## config.mk

```make
export PLATFORM = sky130hd
export DESIGN_NAME = spi_master_mc
export DESIGN_NICKNAME = d
export VERILOG_FILES = /design/src/rtl/spi_master_mc.sv
export SDC_FILE = /design/constraint.sdc
export NUM_CORES = 1
export LEC_CHECK = 0
export CAP_MARGIN = 40
export CORE_MARGIN = 2
export CORE_UTILIZATION = 55
export DETAILED_ROUTE_END_ITERATION = 16
export PLACE_DENSITY_LB_ADDON = 0.12
export SLEW_MARGIN = 20
export SYNTH_ARGS = -nofsm -noshare
export SYNTH_HDL_FRONTEND = slang
export SYNTH_SLANG_ARGS = --single-unit
```

## constraint.sdc

```tcl
create_clock -name clk_i -period 3.3 [get_ports clk_i]
set_input_delay 0.66 -clock clk_i [delete_from_list [all_inputs] [get_ports clk_i]]
set_output_delay 0.66 -clock clk_i [all_outputs]
set_load 0.005 [all_outputs]
```

## src/rtl/spi_master_mc.sv

```systemverilog
// SPI master: DATA_W-bit words, NUM_CS active-low selects, CPOL/CPHA modes, MSB/LSB order, CS hold for bursts.
// Optional SPI_LOOPBACK_EN adds loopback_i, which routes mosi_o back into the receive path.
//
// state    | meaning
// IDLE     | waiting for start_i, ready_o=1; a held CS stays low
// CS_GAP   | all selects high for one half-period before switching away from a held CS
// CS_SETUP | selected CS low, sclk at idle level
// CPHA_DLY | extra idle half-period before the first bit when cpha=1
// P0       | first half of a bit; miso sampled at its end
// P1       | second half of a bit; mosi shifted at its end
// CS_HOLD  | CS still low for one half-period after the last bit
module spi_master_mc #(
  parameter int DATA_W = 8,
  parameter int DIV_W  = 16,
  parameter int NUM_CS = 4,
  localparam int CS_W  = (NUM_CS > 1) ? $clog2(NUM_CS) : 1
) (
  input  logic              clk_i,
  input  logic              reset_i,
  input  logic              start_i,
  input  logic [DATA_W-1:0] din_i,
  input  logic [DIV_W-1:0]  dvsr_i,
  input  logic [CS_W-1:0]   cs_sel_i,
  input  logic              cpol_i,
  input  logic              cpha_i,
  input  logic              lsb_first_i,
  input  logic              hold_cs_i,
`ifdef SPI_LOOPBACK_EN
  input  logic              loopback_i,
`endif
  input  logic              miso_i,
  output logic [DATA_W-1:0] dout_o,
  output logic              done_tick_o,
  output logic              ready_o,
  output logic              sclk_o,
  output logic              mosi_o,
  output logic [NUM_CS-1:0] cs_n_o
);

  localparam int NW = $clog2(DATA_W);

  typedef enum logic [2:0] {IDLE, CS_GAP, CS_SETUP, CPHA_DLY, P0, P1, CS_HOLD} state_t;

  state_t            state_q, state_d;
  logic [DIV_W-1:0]  tmr_q, dvsr_q;
  logic [NW-1:0]     n_q;
  logic [DATA_W-1:0] sh_out_q, sh_in_q, dout_q;
  logic [CS_W-1:0]   cs_q, held_idx_q, cs_idx;
  logic              cpol_q, cpha_q, lsb_q, hold_q, held_q, done_q, sclk_q;
  logic              tc, start_acc, sample_en, shift_en, word_done;
  logic              pcpol, pcpha, sclk_d, cs_on, rx;

  assign tc = (tmr_q == '0);

  always_comb begin
    state_d   = state_q;
    start_acc = 1'b0;
    sample_en = 1'b0;
    shift_en  = 1'b0;
    word_done = 1'b0;
    case (state_q)
      IDLE: if (start_i) begin
        start_acc = 1'b1;
        if (held_q && held_idx_q == cs_sel_i) state_d = cpha_i ? CPHA_DLY : P0;
        else if (held_q)                      state_d = CS_GAP;
        else                                  state_d = CS_SETUP;
      end
      CS_GAP:   if (tc) state_d = CS_SETUP;
      CS_SETUP: if (tc) state_d = cpha_q ? CPHA_DLY : P0;
      CPHA_DLY: if (tc) state_d = P0;
      P0: if (tc) begin
        sample_en = 1'b1;
        state_d   = P1;
      end
      P1: if (tc) begin
        if (n_q == NW'(DATA_W - 1)) begin
          word_done = 1'b1;
          state_d   = CS_HOLD;
        end else begin
          shift_en = 1'b1;
          state_d  = P0;
        end
      end
      CS_HOLD:  if (tc) state_d = IDLE;
      default:  state_d = IDLE;
    endcase
    // The start cycle already drives sclk from the new transfer's mode
    pcpol  = start_acc ? cpol_i : cpol_q;
    pcpha  = start_acc ? cpha_i : cpha_q;
    sclk_d = (((state_d == P1) && !pcpha) || ((state_d == P0) && pcpha)) ^ pcpol;
  end

  always_comb begin
    cs_on  = 1'b1;
    cs_idx = cs_q;
    if (state_q == IDLE) begin
      cs_on  = held_q;
      cs_idx = held_idx_q;
    end else if (state_q == CS_GAP) begin
      cs_on  = 1'b0;
    end
    for (int i = 0; i < NUM_CS; i++)
      cs_n_o[i] = ~(cs_on && (cs_idx == CS_W'(i)));
  end

  assign mosi_o = lsb_q ? sh_out_q[0] : sh_out_q[DATA_W-1];

`ifdef SPI_LOOPBACK_EN
  assign rx = loopback_i ? mosi_o : miso_i;
`else
  assign rx = miso_i;
`endif

  always_ff @(posedge clk_i or posedge reset_i) begin
    if (reset_i) begin
      state_q    <= IDLE;
      tmr_q      <= '0;
      dvsr_q     <= '0;
      n_q        <= '0;
      sh_out_q   <= '0;
      sh_in_q    <= '0;
      dout_q     <= '0;
      cs_q       <= '0;
      held_idx_q <= '0;
      cpol_q     <= 1'b0;
      cpha_q     <= 1'b0;
      lsb_q      <= 1'b0;
      hold_q     <= 1'b0;
      held_q     <= 1'b0;
      done_q     <= 1'b0;
      sclk_q     <= 1'b0;
    end else begin
      state_q <= state_d;
      sclk_q  <= sclk_d;
      done_q  <= word_done;
      if (start_acc)  tmr_q <= dvsr_i;
      else if (tc)    tmr_q <= dvsr_q;
      else            tmr_q <= tmr_q - DIV_W'(1);
      if (start_acc) begin
        dvsr_q   <= dvsr_i;
        cs_q     <= cs_sel_i;
        cpol_q   <= cpol_i;
        cpha_q   <= cpha_i;
        lsb_q    <= lsb_first_i;
        hold_q   <= hold_cs_i;
        sh_out_q <= din_i;
        n_q      <= '0;
        held_q   <= 1'b0;
      end
      // First received bit lands in the MSB or LSB to match din_i ordering
      if (sample_en)
        sh_in_q <= lsb_q ? {rx, sh_in_q[DATA_W-1:1]} : {sh_in_q[DATA_W-2:0], rx};
      if (shift_en) begin
        sh_out_q <= lsb_q ? {1'b0, sh_out_q[DATA_W-1:1]} : {sh_out_q[DATA_W-2:0], 1'b0};
        n_q      <= n_q + NW'(1);
      end
      if (word_done) dout_q <= sh_in_q;
      if (state_q == CS_HOLD && tc) begin
        held_q     <= hold_q;
        held_idx_q <= cs_q;
      end
    end
  end

  assign dout_o      = dout_q;
  assign done_tick_o = done_q;
  assign ready_o     = (state_q == IDLE);
  assign sclk_o      = sclk_q;

endmodule

```

==> impl_metrics.ini <==
[outcome]
status = finished, final reports clean

[detailed_routing]
drt-pass1-iter-count = 4
vias = 2853
routed-wl-met3_um = 311
wire_per_inst_um = 14.7
drc_errors = 0
wl_met2_um = 3550
wl_met1_um = 3430
antenna_left = 0
drt_iter0_markers = 100
viasPerCell = 5.62
topRoutingLayerUsed = met4
wl_um = 7470

[placed_design]
pre_cts_slack_ps = 416
port_buffers = 49
place.gp.congestion = 0.887
dp_hpwl_um = 5080

[worst_setup_path]
path_class = flop to flop
cp-start-kind = flop
crit_chain = inv_1 > ha_1 > or4b_1 > or2_1 > or4_4 > or4b_4 > o211ai_2
arrival_ps = 3170
max_stage_delay_ps = 630
crit_fanout = 10
crit_slowest_cell = or4b_4
required_ps = 3570
worstSetupEndpointType = flop

[yosys]
synthFlopType = dfrtp_1
synth.distinct_cells = 44
synthArstFlopShare_pct = 100
yosys.area.top_type = dfrtp_1
yosys.area.top_type_share_pct = 50.3
syn-num-nets = 415
synth_edf_count = 0
netlist_area_um2 = 3630
synth-seq-cells = 73
yosys_warnings = 0
synth_area_leaders = dfrtp_1 (50%), nand2_1 (11%), mux2i_1 (6.3%), o21ai_0 (4.4%), mux2_2 (4.0%)
ys_seq_area_share_pct = 50.3
synth_common_cells = nand2_1 (106), dfrtp_1 (73), o21ai_0 (32)
syn_area_per_cell_um2 = 9.61
syn_inst = 378
synth.most_common_cell = nand2_1

[die]
coreArea_um2 = 6350
die_y_um = 85.3
rows = 29
io_pins = 50
dieArea_um2 = 7270
die_w_um = 85.3
start_util_pct = 57.2

[global_routing]
grt_max_degree = 74
grt-ovfl-total = 0
grt_pass1_wl_um = 12700
antenna_found_initial = 0
grt_pass1_vias = 2775
grt_util_all_layers_pct = 22.2

[clock_network]
root_buffer = clkbuf_8
cts_tree = done
post_cts_buffers = 0
cts_buffer_depth = 2
clock_sinks = 73
clkLatencyLatePin_ps = 340
htreeDepth = 3
cts_hold_buf = 0
cts_inserted_buffers = 9
cts_resized = 0
clk_pin_slew_ps = 80

[pwr]
internal-power_mw = 1.65
switchingPower_mw = 0.549
p_per_area_nw_per_um2 = 494
p_seq_share_pct = 48.3
power_frac_clock_pct = 38.7
ir_drop_mv = 0.460
switching_share_pct = 25.0
power_frac_comb_pct = 13.0
p_leak_nw = 1.97

[sta]
worstMarginPinSlew_ps = 598
max_freq_mhz = 344
relSlewSlack_pct = 60.0
rsz0062_at_grt = false
period_share_pct = 88.2
hold_violations = 0
final.min_clock_period_ps = 2910
setup_viol_count_final = 0
final_max_slew_viol_count = 0
clock_skew_ps = 8.52
fin_tns_setup_ps = 0
worst_slack_ps = 391

[final_layout]
layout-drive-gt1-share_pct = 11.1
syn2layout_area_growth_pct = 22.6
antennaDiodeCount = 0
nFillCells = 482
final_nets = 463

[run]
cap_viol_max_count = 0

[hold_path]
hp-class = flop to flop
==> worst paths after layout <==
kind                                        from                      end  slack (ps)  cells past startpoint
setup reg to reg              tmr_q[0]$_DFF_PP0_  sh_out_q[4]$_DFFE_PP0P_         390                      7
setup / recovery              tmr_q[0]$_DFF_PP0_  sh_out_q[4]$_DFFE_PP0P_         390                      7
min in group asynchronous                reset_i  sh_out_q[3]$_DFFE_PP0P_         710                      3
hold / removal             dvsr_q[1]$_DFFE_PP0P_    dvsr_q[1]$_DFFE_PP0P_         480                      2
max in group asynchronous                reset_i       tmr_q[2]$_DFF_PP0_        2280                      3
hold reg to reg            dvsr_q[1]$_DFFE_PP0P_    dvsr_q[1]$_DFFE_PP0P_         480                      2
==> cell usage in the layout, fill, tap and decap left out, types with 2 or more instances in the layout <==
cell type	instances
bufinv_16	3
mux2i_1	23
nand2_1	106
ha_1	3
nand4_1	3
xor2_1	7
mux2_2	13
a21oi_1	2
or4_1	4
nor2_1	15
buf_4	7
nor3b_1	4
clkdlybuf4s50_1	49
o211ai_1	2
o31ai_1	5
clkbuf_8	10
o221ai_1	2
o211ai_2	6
nor3_1	3
nor2b_1	3
nor4_1	9
nand3_1	6
o21ai_0	32
xnor2_1	6
or3_1	4
nand2b_1	3
inv_1	6
dfrtp_1	73
==> registers in the layout, indices dropped and copies added, names as in the netlist <==
| register | flops |
|---|---|
| n_q | 3 |
| sclk_o | 1 |
| cpha_q | 1 |
| hold_q | 1 |
| dvsr_q | 16 |
| held_idx_q | 2 |
| sh_in_q | 8 |
| sh_out_q | 8 |
| cpol_q | 1 |
| held_q | 1 |
| dout_o | 8 |
| lsb_q | 1 |
| state_q | 3 |
| tmr_q | 16 |
| cs_q | 2 |
| done_tick_o | 1 |
==> critical path, delay by kind of cell (launching register included) <==
family,cells,cell delay (ps)
buffers and inverters,1,60
adder cells (fa/ha/maj),1,180
AND/OR/NAND/NOR,4,1980
flip-flops,1,390
AO/OA/AOI/OAI,1,200
==> power groups by stage <==
stage	registers [mW]	logic [mW]	clock network, mW
after floorplan	1.06	0.193	0
after global placement	1.07	0.280	0
after detailed placement	1.08	0.283	0
after CTS	1.06	0.289	0.864
after global routing	1.08	0.324	0.901
final	1.06	0.285	0.850
==> layer usage <==
layer | global-route usage (%) | vias up
li1 | - | 1397
met1 | 28.9 | 1377
met2 | 35.4 | 62
met3 | 4.67 | 17
met4 | 11.1 | 0
met5 | 0 | -
==> per-stage QoR <==
stage	cell area, um2	power, mW	utilization [%]	cells	hold slack (ps)
final	4450	2.20	70.1	508	475
after global placement	4210	1.35	66.2	492	454
after detailed placement	4210	1.36	66.2	492	461
after global routing	4450	2.30	70.1	508	499
after floorplan	3630	1.25	-	378	441
after CTS	4450	2.21	70.1	508	478
==> layout make-up <==
| type | count | area (um2) | share of cell area [%] |
|---|---|---|---|
| inverter | 7 | 26.3 | 0.590 |
| multi-input combinational | 278 | 1690 | 38.1 |
| clock buffer | 11 | 141 | 3.18 |
| tap | 77 | 96.3 | 2.16 |
| timing repair buffer | 57 | 563 | 12.7 |
| clock inverter | 5 | 103 | 2.31 |
| sequential | 73 | 1830 | 41.0 |
==> logic make-up after synthesis <==
group,count (synthesis),share of synthesized area (%)
flops,73,50.3
mux,36,10.4
simple gates,170,21.7
fa+ha+maj,3,1.03
xor+xnor,13,3.14
buf+inv,27,3.20
compound gates,56,10.2
No activity file was read; power rests on OpenSTA's default activity.
